<file path="src/rtl/ctrl_pipe.sv">
// ctrl_pipe: pipeline control carrier and hazard unit.
// Carries the decoder control word through ID/EX, EX/MEM and MEM/WB, detects
// RAW / load-use hazards, generates stall and bubbles, and drives EX operand
// forwarding selects.
// Build option: define CTRL_FWD_EN to enable EX operand forwarding (stall only
// on load-use). Without it, fwd_a/fwd_b are tied 00 and any RAW dependence on
// an instruction in EX or MEM stalls ID until the writer reaches WB.
module ctrl_pipe #(
  parameter int REG_W = 3
) (
  input  logic             clk,
  input  logic             reset,
  input  logic             id_valid,
  input  logic [9:0]       id_ctrl,
  input  logic [REG_W-1:0] id_rs,
  input  logic [REG_W-1:0] id_rt,
  input  logic [REG_W-1:0] id_rd,
  input  logic             id_rs_used,
  input  logic             id_rt_used,
  input  logic             mem_redirect,
  output logic [1:0]       ex_alu_src,
  output logic [2:0]       ex_alu_op,
  output logic [REG_W-1:0] ex_rs,
  output logic [REG_W-1:0] ex_rt,
  output logic             mem_write,
  output logic             mem_bne,
  output logic             mem_jump,
  output logic             wb_mem_to_reg,
  output logic             wb_reg_write,
  output logic [REG_W-1:0] wb_rd,
  output logic [1:0]       fwd_a,
  output logic [1:0]       fwd_b,
  output logic             stall
);

  // ID/EX keeps the whole word; later stages keep only the fields still consumed.
  logic             ex_valid;
  logic [9:0]       ex_ctrl;
  logic [REG_W-1:0] ex_rs_q;
  logic [REG_W-1:0] ex_rt_q;
  logic [REG_W-1:0] ex_rd_q;

  logic             mem_valid;
  logic [4:0]       mem_ctrl;
  logic [REG_W-1:0] mem_rd_q;

  logic             wb_valid;
  logic [1:0]       wb_ctrl;
  logic [REG_W-1:0] wb_rd_q;

  logic id_accept;
  logic ex_writer;
  logic mem_writer;
  logic ex_rs_hit;
  logic ex_rt_hit;
  logic stall_raw;

  assign ex_writer  = ex_valid  && ex_ctrl[0]  && (ex_rd_q  != '0);
  assign mem_writer = mem_valid && mem_ctrl[0] && (mem_rd_q != '0);

  assign ex_rs_hit = id_rs_used && (id_rs == ex_rd_q);
  assign ex_rt_hit = id_rt_used && (id_rt == ex_rd_q);

  // A redirect squashes whatever ID holds, so it never needs to be held.
  assign stall     = id_valid && stall_raw && !mem_redirect;
  assign id_accept = id_valid && !stall && !mem_redirect;

  // ID/EX register: take the ID instruction or insert a bubble.
  always_ff @(posedge clk) begin
    if (reset || !id_accept) begin
      ex_valid <= 1'b0;
      ex_ctrl  <= '0;
      ex_rs_q  <= '0;
      ex_rt_q  <= '0;
      ex_rd_q  <= '0;
    end else begin
      ex_valid <= 1'b1;
      ex_ctrl  <= id_ctrl;
      ex_rs_q  <= id_rs;
      ex_rt_q  <= id_rt;
      ex_rd_q  <= id_rd;
    end
  end

  // EX/MEM register: advance ID/EX; a redirect kills the younger instruction.
  always_ff @(posedge clk) begin
    if (reset || mem_redirect) begin
      mem_valid <= 1'b0;
      mem_ctrl  <= '0;
      mem_rd_q  <= '0;
    end else begin
      mem_valid <= ex_valid;
      mem_ctrl  <= ex_ctrl[4:0];
      mem_rd_q  <= ex_rd_q;
    end
  end

  // MEM/WB register: always advances; the redirecting instruction completes.
  always_ff @(posedge clk) begin
    if (reset) begin
      wb_valid <= 1'b0;
      wb_ctrl  <= '0;
      wb_rd_q  <= '0;
    end else begin
      wb_valid <= mem_valid;
      wb_ctrl  <= mem_ctrl[1:0];
      wb_rd_q  <= mem_rd_q;
    end
  end

`ifdef CTRL_FWD_EN
  logic ex_rs_used_q;
  logic ex_rt_used_q;
  logic wb_writer;

  assign wb_writer = wb_valid && wb_ctrl[0] && (wb_rd_q != '0);

  // Operand-used flags travel with the instruction so unused operands never forward.
  always_ff @(posedge clk) begin
    if (reset || !id_accept) begin
      ex_rs_used_q <= 1'b0;
      ex_rt_used_q <= 1'b0;
    end else begin
      ex_rs_used_q <= id_rs_used;
      ex_rt_used_q <= id_rt_used;
    end
  end

  // Forward selects: the younger result (EX/MEM) wins over MEM/WB.
  always_comb begin
    fwd_a = 2'b00;
    fwd_b = 2'b00;
    if (ex_valid && ex_rs_used_q) begin
      if (mem_writer && (mem_rd_q == ex_rs_q))     fwd_a = 2'b01;
      else if (wb_writer && (wb_rd_q == ex_rs_q))  fwd_a = 2'b10;
    end
    if (ex_valid && ex_rt_used_q) begin
      if (mem_writer && (mem_rd_q == ex_rt_q))     fwd_b = 2'b01;
      else if (wb_writer && (wb_rd_q == ex_rt_q))  fwd_b = 2'b10;
    end
  end

  // Only a load in EX cannot be forwarded in time.
  assign stall_raw = ex_writer && ex_ctrl[1] && (ex_rs_hit || ex_rt_hit);
`else
  logic mem_rs_hit;
  logic mem_rt_hit;

  assign mem_rs_hit = id_rs_used && (id_rs == mem_rd_q);
  assign mem_rt_hit = id_rt_used && (id_rt == mem_rd_q);

  assign fwd_a = 2'b00;
  assign fwd_b = 2'b00;

  // Hold ID until every pending writer has reached WB (write-through regfile).
  assign stall_raw = (ex_writer  && (ex_rs_hit  || ex_rt_hit)) ||
                     (mem_writer && (mem_rs_hit || mem_rt_hit));
`endif

  // Stage outputs, gated by stage valid so bubbles drive zero.
  always_comb begin
    ex_alu_src    = ex_valid  ? ex_ctrl[9:8] : 2'b00;
    ex_alu_op     = ex_valid  ? ex_ctrl[7:5] : 3'b000;
    ex_rs         = ex_valid  ? ex_rs_q      : '0;
    ex_rt         = ex_valid  ? ex_rt_q      : '0;
    mem_write     = mem_valid && mem_ctrl[4];
    mem_bne       = mem_valid && mem_ctrl[3];
    mem_jump      = mem_valid && mem_ctrl[2];
    wb_mem_to_reg = wb_valid  && wb_ctrl[1];
    wb_reg_write  = wb_valid  && wb_ctrl[0];
    wb_rd         = wb_valid  ? wb_rd_q      : '0;
  end

endmodule

</file>
<file path="config.mk">
export PLATFORM = sky130hd
export DESIGN_NAME = ctrl_pipe
export DESIGN_NICKNAME = d
export VERILOG_FILES = /design/src/rtl/ctrl_pipe.sv
export SDC_FILE = /design/constraint.sdc
export NUM_CORES = 1
export LEC_CHECK = 0
export CAP_MARGIN = 5
export CORE_UTILIZATION = 45
export DETAILED_ROUTE_END_ITERATION = 8
export GPL_TIMING_DRIVEN = 0
export PLACE_DENSITY = 0.9
export SLEW_MARGIN = 20
export SYNTH_ARGS = -nofsm -noshare
export SYNTH_HDL_FRONTEND = slang
export SYNTH_SLANG_ARGS = --single-unit
</file>
<file path="constraint.sdc">
create_clock -name clk -period 1.65 [get_ports clk]
set_input_delay 0.33 -clock clk [delete_from_list [all_inputs] [get_ports clk]]
set_output_delay 0.33 -clock clk [all_outputs]
set_load 0.05 [all_outputs]
</file>
Yosys cells after proc, flatten, opt, wreduce, memory -nomap -nowiden
Cells that the tools add are included.

word-level totals
  register bits = 35
  bits of input ports = 25
  output and inout port bits = 24
  word-level logic and storage cells = 50

cells by class
  equal/unequal tests = 4
  muxes and demuxes = 6
  reduce and logical (&&, ||, !) cells = 29

operator list
  operator            number
  1-bit logical AND   19
  3-bit == test       4
  3-bit two-way mux   4
  3-bit nonzero test  2
  1-bit logical OR    5
  1-bit zero test     3
  2-bit two-way mux   1
  1-bit two-way mux   1

Logic depth before layout (Yosys ltp)
  depth after elaboration = 13
  gate-level depth with buffers = 5
  mapped depth without buffers = 4

Least setup slack after synthesis
No wires, ideal clock.

  kind = flip-flop to output port
  from = register mem_rd_q[1]
  to = output stall
  data arrival time = 1420 ps
  required time = 1320 ps
  slack = -100 ps
  cell stages (with the launch flop) = 6
  path buffers = 1
  cell sequence = dfxtp_1 -> xnor2_1 -> nand4_1 -> a21oi_2 -> buf_6 -> o211a_1

between the ends
  cells in the longest elaborated chain, start to end = 7
  elaborated cells on any way between the ends = 11
  those cells by class = eq/ne: 2; reduce/logical: 9

ends and longest elaborated chain
  element                                      line      text
  start, declared                              45        logic [REG_W-1:0] mem_rd_q;
  start signal, assigned                       94        mem_rd_q <= ex_rd_q;
  3-bit == test, on equally long branches      149, 150
  1-bit logical AND, on equally long branches  149, 150
  1-bit logical OR                             157       (mem_writer && (mem_rs_hit || mem_rt_hit));
  1-bit logical AND *                          157
  1-bit logical OR *                           156       assign stall_raw = (ex_writer && (ex_rs_hit || ex_rt_hit)) ||
  1-bit logical AND * (2 in a row)             65        assign stall = id_valid && stall_raw && !mem_redirect;
  end, declared                                33        output logic stall

Every way passes the cells marked *; elsewhere a longest branch is shown, timed or not.

Final worst setup path
  from = register ex_rd_q[2]
  to = output stall

between the ends
  cells in the longest elaborated chain, start to end = 7
  elaborated cells on any way between the ends = 11
  those cells by class = eq/ne: 2; reduce/logical: 9

ends and longest elaborated chain
  element                                      line    text
  start, declared                              41      logic [REG_W-1:0] ex_rd_q;
  start signal, assigned                       81      ex_rd_q <= id_rd;
  3-bit == test, on equally long branches      61, 62
  1-bit logical AND, on equally long branches  61, 62
  1-bit logical OR                             156
  1-bit logical AND *                          156
  1-bit logical OR *                           156
  1-bit logical AND * (2 in a row)             65

Marks and branches as above.

==> metrics.cfg <==
[critical_path]
required_ns=1.32
reg2regPathDepth=6
critPathLaunchType=flip-flop
cp.arrival_ns=1.71
reg2reg_from=ex_rd_q[0]$_SDFF_PP0_
cp_max_fo=4
critPathKind=reg2out
max_stage_delay_ns=0.38
r2r_slack_ns=0.08
worstPathCellList=xnor2_2 -> nand4_1 -> a21oi_2 -> buf_6 -> o211a_4 -> buf_8
crit_slowest_cell=dfxtp_4
endpoint_kind=output pin
critPathLaunch=ex_rd_q[2]$_SDFF_PP0_
rr_endpoint=ex_rd_q[1]$_SDFF_PP0_

[global_route]
track_usage_pct=21.6
grt_pass1_vias=1149
grt_max_degree=11
antenna_found_initial=0
grt_overflow=0
grt_pass1_wl_um=5370

[floorplan]
dieArea_um2=3530
core_um2=3100
ios=49
start_util_pct=47.8
die_height_um=59.4
die_w_um=59.4
rows=20

[placed_design]
place_congestion=0.743
port_buffers=44
place_inst=216
place_hpwl_um=2240
place_ws_ns=-1.27

[power_and_ir_drop]
pwr-share-comb_pct=11.4
power.switching_mw=0.371
max-vdd-ir-drop_uv=638
power.density_nw_per_um2=710
intPower_mw=1.20
seqPwrFrac_pct=54.9
leakagePower_nw=0.859
swShare_pct=23.6
clockPowerShare_pct=33.7
power_mw=1.57

[synth]
yosysSeqAreaShare_pct=47.2
yosysMostFrequentCell=dfxtp_1
postSynth.asyncResetShare_pct=0
synth_flop_cell=dfxtp_1
synth_edf_count=0
synth_top_area_share_pct=47.2
ys_types=19
yosysWarnings=0
syn-mean-instance-area_um2=11.9
syn_area_um2=1480
synthTopCellsByArea=dfxtp_1 (47%), nor4b_2 (18%), and2_1 (12%)
ys_ff_latch=35
synth_common_cells=dfxtp_1 (35), and2_1 (28), nor4b_2 (18)
netlist_instances=125
yosysTopAreaCell=dfxtp_1

[cells_and_area]
nNetsFinal=209
finalNonFillerCells=229
postLayoutCoreUtil_pct=71.4
syn_to_final_growth_pct=49.3
drive_gt1_share_pct=45.9
n_antenna_cell=0

[clock_tree]
cts_tree=built
cts_sinks=35
root_buffer=clkbuf_4
cts_max_level=2
clk_latency_ns=0.34
cts_made_buffers=5
clock_path_buffers=2
path_clk_slew_ns=0.11
hold_buffers=0

[timing]
min_period_over_period_pct=124
period_needed_ns=2.04
hold_viol=0
finalMaxSlewViolations=0
timing.fmax_ghz=0.490
worst_clock_skew_ns=0.00738
finalSetupViolCount=1
setup_slack_ns=-0.389
rsz0062_at_grt=yes

[hold_path]
min_to=mem_ctrl[3]$_SDFF_PP0_
hp-class=reg2reg
hp-start=ex_ctrl[3]$_SDFF_PP0_
hold_path_depth=1

[run_status]
outcome=finished, violations left
violations=setup timing

[routing]
vias=1121
finalWirelength_um=3300
dr.first_iter.drc_count=17
dr.pass1.iters=3
viasPerCell=4.90
drc_errors=0
wl_per_cell_um=14.4
antenna_left=0

[run]
drv_cap=0

worst max-delay path: cells and delay by family, from the launching register on:
family	cells	cell delay [ns]
flip-flops	1	0.38
AND/OR/NAND/NOR	1	0.17
buffers and inverters	2	0.27
XOR/XNOR	1	0.14
AO/OA/AOI/OAI	2	0.39
final cells by class:
type	instances	area [um2]
Buffer	11	92.6
Sequential cell	35	726
Tap cell	44	55.1
Clock buffer	8	68.8
Fill cell	236	887
Multi-Input combinational cell	81	810
Timing Repair Buffer	49	460
Inverter	1	3.75
layout by cell type, fill, tap and decap left out, types with 5 or more instances in the layout:
cell             instances
and2_1                  28
buf_4                   20
clkbuf_4                 5
clkdlybuf4s15_2          8
clkdlybuf4s50_1         18
dfxtp_1                 27
dfxtp_4                  6
dlygate4sd2_1            6
nor2b_1                  6
nor4b_2                 18
xnor2_2                 10
kinds of logic (layout without fill, tap and decap cells):
group	Yosys count	after routing	share of synthesized area (%)
AND/OR/NAND/NOR	60	60	36.2
buffers and inverters	12	69	6.24
XOR/XNOR	12	12	7.08
other	1	4	0.253
flip-flops	35	35	47.2
AO/OA/AOI/OAI	5	5	3.04
power groups by stage:
stage                     logic [mW]  registers (mW)  clock network (mW)
after floorplan               0.0872           0.886                   0
after global placement         0.162           0.887                   0
after detailed placement       0.167           0.888                   0
after CTS                      0.176           0.863               0.542
final                          0.180           0.864               0.531
after global routing           0.192           0.866               0.573
worst max path at each step:
stage | endpoint | slack (ns)
5_1_grt | stall | -0.47
6_report | stall | -0.39
2_1_floorplan | stall | 0.06
4_1_cts | stall | -0.30
3_3_place_gp | stall | -1.21
3_5_place_dp | stall | -1.27
routing by layer:
| metal | part of all wire [%] | vias to the layer above | track usage [%] | wire (um) |
|---|---|---|---|---|
| met2 | 54 | 36 | 38.4 | 1800 |
| met3 | 5.2 | 8 | 8.52 | 171 |
| li1 | - | 542 | - | - |
| met1 | 38 | 535 | 22.7 | 1270 |
| met4 | 1.9 | 0 | 8.16 | 62 |
| met5 | 0 | - | 0 | 0 |
metrics by stage:
stage          cell area (um2)  hold slack, ns  TNS (ns)
2_1_floorplan             1500           0.402         0
3_3_place_gp              2000           0.410     -6.64
3_5_place_dp              2000           0.414     -8.43
4_1_cts                   2210           0.438    -0.304
5_1_grt                   2220           0.451    -0.469
6_report                  2220           0.434    -0.389
state kept, by name, summed over array words and instances (netlist names):
| signal | cells |
|---|---|
| ex_ctrl | 10 |
| ex_rd_q | 3 |
| ex_rs_q | 3 |
| ex_rt_q | 3 |
| ex_valid | 1 |
| mem_ctrl | 5 |
| mem_rd_q | 3 |
| mem_valid | 1 |
| wb_ctrl | 2 |
| wb_rd_q | 3 |
| wb_valid | 1 |
timing repair:
item                                    4_1_cts  5_1_grt
buffers inserted                              5        0
endpoints found under the setup margin       20       14
pin swaps                                    11        4
gates resized for setup                     127        5
(Power assumes the default switching activity.)
